File: src/rtl/irq_ctrl.sv
// ---------------------------------------------------------------------------
// irq_ctrl -- CP0-style interrupt controller placed in front of maindec.
//
// Latches rising edges of the interrupt sources into Cause.IP, qualifies them
// with Status.IE / Status.IM / Status.EXL and the branch-shadow blocker
// (intctrl), and raises exl for one cycle so maindec can replace the current
// instruction with a jump to the handler. It keeps Status (12), Cause (13)
// and EPC (14), serves MFC0 reads and MTC0 writes, and exposes EPC for ERET.
//
// Ports
//   clk      system clock
//   rst      synchronous, active-high reset
//   irq      level interrupt sources; a rising edge is a request
//   intctrl  current instruction is a branch/jump; blocks taking an interrupt
//   pc       address of the current instruction (saved into EPC on a take)
//   we       MTC0 write strobe
//   addr     CP0 register number for both read and write
//   wd       MTC0 write data
//   eret     return-from-exception strobe
//   rd       MFC0 read data (combinational)
//   exl      interrupt is taken this cycle (to maindec EXL)
//   iv       vectored mode (to maindec IV)
//   vector   handler address
//   epc      saved return address
//   irq_ack  one-hot acknowledge, high for the cycle after the take
// ---------------------------------------------------------------------------
module irq_ctrl #(
    parameter int              wide     = 32,
    parameter int              NSRC     = 4,
    parameter logic [wide-1:0] VEC_BASE = 32'h000000C0
) (
    input  logic            clk,
    input  logic            rst,
    input  logic [NSRC-1:0] irq,
    input  logic            intctrl,
    input  logic [wide-1:0] pc,
    input  logic            we,
    input  logic [4:0]      addr,
    input  logic [wide-1:0] wd,
    input  logic            eret,
    output logic [wide-1:0] rd,
    output logic            exl,
    output logic            iv,
    output logic [wide-1:0] vector,
    output logic [wide-1:0] epc,
    output logic [NSRC-1:0] irq_ack
);

    localparam logic [4:0] ADDR_STATUS = 5'd12;
    localparam logic [4:0] ADDR_CAUSE  = 5'd13;
    localparam logic [4:0] ADDR_EPC    = 5'd14;

    typedef enum logic {
        IDLE    = 1'b0,
        SERVICE = 1'b1
    } state_t;

    state_t          state_reg, state_next;

    logic            ie_reg;
    logic            status_exl_reg;
    logic            iv_reg;
    logic [NSRC-1:0] im_reg;
    logic [NSRC-1:0] ip_reg;
    logic [NSRC-1:0] ip_next;
    logic [4:0]      code_reg;
    logic [wide-1:0] epc_reg;
    logic [NSRC-1:0] irq_prev_reg;
    logic [NSRC-1:0] irq_ack_reg;

    logic [NSRC-1:0] pend;
    logic [NSRC-1:0] rising;
    logic [NSRC-1:0] win_onehot;
    logic [4:0]      win_idx;
    logic [4:0]      code_next;
    logic [wide-1:0] code_ext;
    logic            take;
    logic            mtc0;
    logic            cause_w1c;

    // Only a few bits of wd land in registers; fold the rest away.
    logic            unused_wd;
    assign unused_wd = ^wd;

    assign pend   = ip_reg & im_reg;
    assign rising = irq & ~irq_prev_reg;

    // Lowest index wins: scan downward so the last assignment is the lowest.
    always_comb begin
        win_idx = '0;
        for (int i = NSRC - 1; i >= 0; i--) begin
            if (pend[i]) begin
                win_idx = 5'(i);
            end
        end
    end

    generate
        for (genvar gi = 0; gi < NSRC; gi++) begin : g_src
            assign win_onehot[gi] = (win_idx == 5'(gi));
            // A fresh edge beats a W1C clear of the same bit.
            assign ip_next[gi] = rising[gi] |
                                 (ip_reg[gi] & ~(cause_w1c & wd[8 + gi]));
        end
    endgenerate

    // Next-state and take decision.
    always_comb begin
        state_next = state_reg;
        take       = 1'b0;
        case (state_reg)
            IDLE: begin
                take = ie_reg & ~status_exl_reg & (|pend) & ~intctrl;
                if (take) begin
                    state_next = SERVICE;
                end
            end
            SERVICE: begin
                if (eret) begin
                    state_next = IDLE;
                end
            end
            default: state_next = IDLE;
        endcase
    end

    always_ff @(posedge clk) begin
        if (rst) begin
            state_reg <= IDLE;
        end else begin
            state_reg <= state_next;
        end
    end

    // The instruction carrying an MTC0 is discarded when an interrupt is taken.
    assign mtc0      = we & ~take;
    assign cause_w1c = mtc0 & (addr == ADDR_CAUSE);

    always_ff @(posedge clk) begin
        if (rst) begin
            ie_reg         <= 1'b0;
            status_exl_reg <= 1'b0;
            iv_reg         <= 1'b0;
            im_reg         <= '0;
            ip_reg         <= '0;
            code_reg       <= '0;
            epc_reg        <= '0;
            irq_prev_reg   <= '0;
            irq_ack_reg    <= '0;
        end else begin
            irq_prev_reg <= irq;
            ip_reg       <= ip_next;
            irq_ack_reg  <= take ? win_onehot : '0;
            if (take) begin
                epc_reg        <= pc;
                status_exl_reg <= 1'b1;
                code_reg       <= win_idx;
            end else begin
                if (mtc0 && addr == ADDR_STATUS) begin
                    ie_reg <= wd[0];
                    iv_reg <= wd[2];
                    im_reg <= wd[8 +: NSRC];
                end
                if (mtc0 && addr == ADDR_EPC) begin
                    epc_reg <= wd;
                end
                // eret only matters while servicing; in IDLE it is a no-op.
                if (eret && state_reg == SERVICE) begin
                    status_exl_reg <= 1'b0;
                end
            end
        end
    end

    // During the take cycle the vector must already point at the winner,
    // before Cause.code has been updated.
    assign code_next = take ? win_idx : code_reg;
    assign code_ext  = {{(wide - 5){1'b0}}, code_next};

    always_comb begin
        rd = '0;
        case (addr)
            ADDR_STATUS: begin
                rd[0]           = ie_reg;
                rd[1]           = status_exl_reg;
                rd[2]           = iv_reg;
                rd[8 +: NSRC]   = im_reg;
            end
            ADDR_CAUSE: begin
                rd[6:2]         = code_reg;
                rd[8 +: NSRC]   = ip_reg;
            end
            ADDR_EPC: begin
                rd = epc_reg;
            end
            default: rd = '0;
        endcase
    end

    assign exl     = take;
    assign iv      = iv_reg;
    assign vector  = iv_reg ? (VEC_BASE + (code_ext << 3)) : VEC_BASE;
    assign epc     = epc_reg;
    assign irq_ack = irq_ack_reg;

endmodule

File: config.mk
export PLATFORM = sky130hd
export DESIGN_NAME = irq_ctrl
export DESIGN_NICKNAME = d
export VERILOG_FILES = /design/src/rtl/irq_ctrl.sv
export SDC_FILE = /design/constraint.sdc
export NUM_CORES = 1
export LEC_CHECK = 0
export ABC_AREA = 1
export BUFFER_PORTS_ARGS = -buffer_cell sky130_fd_sc_hd__buf_2
export CORE_ASPECT_RATIO = 1.75
export CORE_MARGIN = 1.5
export CORE_UTILIZATION = 42
export CTS_CLUSTER_DIAMETER = 80
export CTS_CLUSTER_SIZE = 10
export DETAILED_ROUTE_END_ITERATION = 10
export GPL_ROUTABILITY_DRIVEN = 0
export PLACE_DENSITY = 0.87
export SLEW_MARGIN = 20
export SYNTH_ARGS = -nofsm -noshare
export SYNTH_HDL_FRONTEND = slang
export SYNTH_SLANG_ARGS = --single-unit
File: constraint.sdc
create_clock -name clk -period 1.8 [get_ports clk]
set_input_delay 0.36 -clock clk [delete_from_list [all_inputs] [get_ports clk]]
set_output_delay 0.36 -clock clk [all_outputs]
set_load 0.05 [all_outputs]
==> flow_results.org <==
** Run status
- Result of the run :: finished, violations left
- Violations in the final reports :: setup timing

** CTS
- Sinks on Clock Net :: 57
- The number of clock buffers added by TritonCTS is 9.
- Buffers from clock root to sink, at most :: 2
- Latest clock arrival within the worst-skew pair :: 330 ps
- CTS H-tree lvls :: 3
- Cts hold-fix bufs :: 0
- Clock-pin slew on the worst setup and hold paths :: 50 ps
- Cell chosen for the clock root :: clkbuf_16
- Clock tree from TritonCTS :: yes

** STA
- After layout, the minimum clock period comes to 2030 ps.
- At the pin with the least slew margin, the transition time is 540 ps.
- For this run, the top clock speed supported by timing is 494 MHz.
- Setup violations remaining at the end of the flow were counted as 8.
- Fraction of the cycle the final worst path needs :: 113%
- After layout, the worst setup slack is -226 ps.
- Setup total negative slack :: -1100 ps
- Setup repair after global routing could not meet its margin everywhere.
- Between clock sinks in the finished design, the worst skew comes to 7.26 ps.
- Final count of hold timing violations :: 0
- Hold timing on the final database bottoms out at a slack of 246 ps.
- Number of max-slew violations in the final report :: 0
- Headroom to the max-slew limit came out at 64.0%.

** Critical path
- Kind of end point of the critical path :: output pin
- Maximum fanout along the worst path :: 7
- Delay of the slowest critical-path stage :: 330 ps
- Slowest library cell on the worst path :: dfxtp_2
- Reg-to-reg critical path startpoint :: ip_reg[2]$_SDFF_PP0_
- The signal on the critical path passes through nand2_4 -> nand2_4 -> o21ai_4 -> buf_12 -> nand2_4 -> ha_4 -> nand2_4 -> buf_8.
- Critical path arrival :: 1670 ps
- For the worst flop-to-flop path, the logic depth is 10.
- Cell mode on critical path :: nand2_4
- Data on the critical path is required at its endpoint by 1440 ps.
- In this run the worst setup path terminates at vector[7].
- The worst register-to-register path ends at iv$_SDFFE_PP0P_.
- Across all register-to-register paths, the minimum setup slack is 100 ps.
- In this run the worst setup path begins at ip_reg[2]$_SDFF_PP0_.
- STA classifies the critical path startpoint as a flop.
- By startpoint and endpoint, the worst setup path is classified as reg2out.

** Synth
- Simple-gate share of the synthesized area :: 34.2%
- The synthesized netlist devotes 0% of its cell area to XOR and XNOR gates.
- Portion of the post-synthesis area used by sequential elements :: 31.4%
- Most numerous cell in the Yosys netlist :: nand2_1
- Ranked by total cell area, the synthesized netlist is headed by dfxtp_1 (31%), nand3_2 (9.4%), nand2_1 (8.7%).
- The synthesized netlist devotes 14.8% of its cell area to compound gates.
- Flops & latches, synth :: 57
- Most used DFF post-synth :: dfxtp_1
- Total of warnings raised by yosys :: 0
- Main combinational cell family by area after synthesis :: simple AND/OR/NAND/NOR gates
- Synth Cell Area :: 0.00364 mm2
- Sorting the synthesized cells by how often they occur yields nand2_1 (84), inv_1 (82), dfxtp_1 (57).
- Adder and majority cell fraction of the synthesized area :: 0.344%
- In this run, distinct cell masters in the synthesized netlist total 32.
- Post-Synthesis Mean Instance Area :: 7.26 um2
- In the synthesized netlist the async set-or-reset flop fraction comes to 0%.
- Share of the synthesized area in the top cell type :: 31.4%
- Count of flip-flops with a built-in enable after synthesis :: 0
- Post-synthesis instance total :: 501
- Share of cell area taken by muxes after synthesis :: 0%
- Leading area contributor after synthesis :: dfxtp_1

** Layout
- The post-route netlist has 46.4% of its cells at a drive strength greater than 1.
- Count of antenna diodes in the layout :: 0
- Relative to the synthesized area, the layout overhead comes to 41.7%.
- In the final design database the tool counted 748 nets.
- Flip-flop count of the largest register after layout :: 32
- Post-route core utilization :: 61.6%
- After the flow finishes, the layout carries non-filler instances totaling 789.

** Power
- In this run the power spent charging and discharging nets is 0.000835 W.
- The share of total power dissipated in the clock network is 50.3%.
- Switching share of total power :: 24.4%
- Logic gate share of total power :: 11.6%
- P_leak :: 2.43 nW
- Int Power :: 0.00259 W
- Reg power frac :: 38.2%
- Across the VDD grid, the largest voltage drop is 0.000607 V.
- Power density normalized to cell area :: 664 mW/mm2

** Floorplanning
- The initial utilization of the core area, before any placement, comes to 43.5%.
- Site Rows :: 44
- During I/O placement, the number of pins put on the boundary was 180.
- From left edge to right edge, the die measures 73.3 um.
- The floorplan step set the die height to 126 um.
- The die covers 0.00925 mm2.
- The core region is 0.00837 mm2.

** Global route
- The total overflow left after global routing is 0.
- Number of global-route vias before repair :: 3655
- Entering global routing, the biggest net connects 47 pins.
- Total track usage :: 23.3%
- The number of antenna violations at the first check in global routing is 0.
- The first global-routing pass estimated 16800 um of wire.

** Place
- Total placed cells including tap cells :: 762
- During placement, the flow inserted port buffers numbering 153.
- Post-DP HPWL :: 7740 um

** Run
- Max-cap violations in this run came to 0.

** Drt
- For this run, the detailed router's first-pass iteration total came to 5.
- For this run, design rule violations remaining after detail routing come to 0.
- Via-to-Cell Ratio :: 4.87
- The detail route stage leaves a number of antenna-violating nets equal to 0.
- The first routing iteration left 209 violations.
- Vias :: 3844
- After detailed routing, the total wire length is 10800 um.
- In the final routed layout, each cell accounts on average for 13.7 um.

** Min path
- Worst hold path depth :: 2
- Kind of path behind the tightest hold check :: in2reg
-- power groups by stage --
| stage | Combinational, W | Sequential [W] | Clock, W |
|---|---|---|---|
| 2_1_floorplan | 0.000274 | 0.00134 | 0 |
| 3_3_place_gp | 0.000379 | 0.00132 | 0 |
| 3_5_place_dp | 0.000384 | 0.00132 | 0 |
| 4_1_cts | 0.000389 | 0.00130 | 0.00177 |
| 5_1_grt | 0.000425 | 0.00131 | 0.00182 |
| 6_report | 0.000396 | 0.00131 | 0.00172 |
-- area by class of cell --
class | count | area (um2)
Fill cell | 699 | 3210
Multi-Input combinational cell | 330 | 2060
Sequential cell | 57 | 1160
Timing Repair Buffer | 187 | 1160
Inverter | 84 | 328
Clock buffer | 14 | 274
Tap cell | 115 | 144
Clock inverter | 2 | 35.0
-- per-stage QoR --
| step | setup WS, ps | total power [W] | cell area (um2) |
|---|---|---|---|
| floorplan | -78.1 | 0.00162 | 3850 |
| global placement | -75.2 | 0.00170 | 4580 |
| detailed placement | -74.5 | 0.00171 | 4580 |
| CTS | -238 | 0.00346 | 5080 |
| global route | -277 | 0.00355 | 5150 |
| finish | -226 | 0.00342 | 5150 |
-- how the worst min path moves through the flow --
stage | endpoint | from
floorplan | ip_reg[0]$_SDFF_PP0_ | irq_prev_reg[0]$_SDFF_PP0_
global placement | ip_reg[2]$_SDFF_PP0_ | irq_prev_reg[2]$_SDFF_PP0_
detailed placement | ip_reg[2]$_SDFF_PP0_ | irq_prev_reg[2]$_SDFF_PP0_
CTS | state_reg$_SDFF_PP0_ | eret
global route | state_reg$_SDFF_PP0_ | eret
finish | state_reg$_SDFF_PP0_ | eret
-- cells in the final DEF, fill, tap and decap left out, drive strengths merged --
cell type  Yosys  final
buf           38    187
nand2         89     89
inv           84     84
dfxtp         57     57
nor2          53     53
nand3         39     39
o21ai         36     36
a21oi         35     35
nand3b        32     32
conb           1     26
clkbuf        17     14
nand4          5      5
nor3           5      5
o221ai         4      4
a22o           1      1
o211ai         1      1
and2           1      1
o31ai          1      1
nor3b          1      1
ha             1      1
bufinv         0      1
clkinv         0      1
-- metal layers --
| layer | GRT usage [%] | up-vias | routed length (um) |
|---|---|---|---|
| met4 | 14.1 | 0 | 480 |
| met1 | 22.5 | 1759 | 3950 |
| li1 | - | 1866 | - |
| met2 | 43.9 | 175 | 5830 |
| met5 | 0 | - | 0 |
| met3 | 4.00 | 44 | 552 |
-- worst max-delay path: cells and delay by family (launching register included) --
kind | cells | cell delay (ps)
simple gates | 4 | 240
buf+inv | 2 | 310
fa+ha+maj | 1 | 270
compound gates | 1 | 180
flops | 1 | 330
-- kinds of logic after synthesis --
logic type / count (synthesis)
flops: 57
fa+ha+maj: 1
compound gates: 78
buf+inv: 139
other cells: 1
simple gates: 225
-- what timing repair did --
action / 4_1_cts / 5_1_grt
pin swaps: 9 / 6
setup endpoints to repair: 13 / 41
setup buffers: 8 / 3
gates resized for setup: 40 / 18
Note: power is estimated with default switching activity, not from simulation.
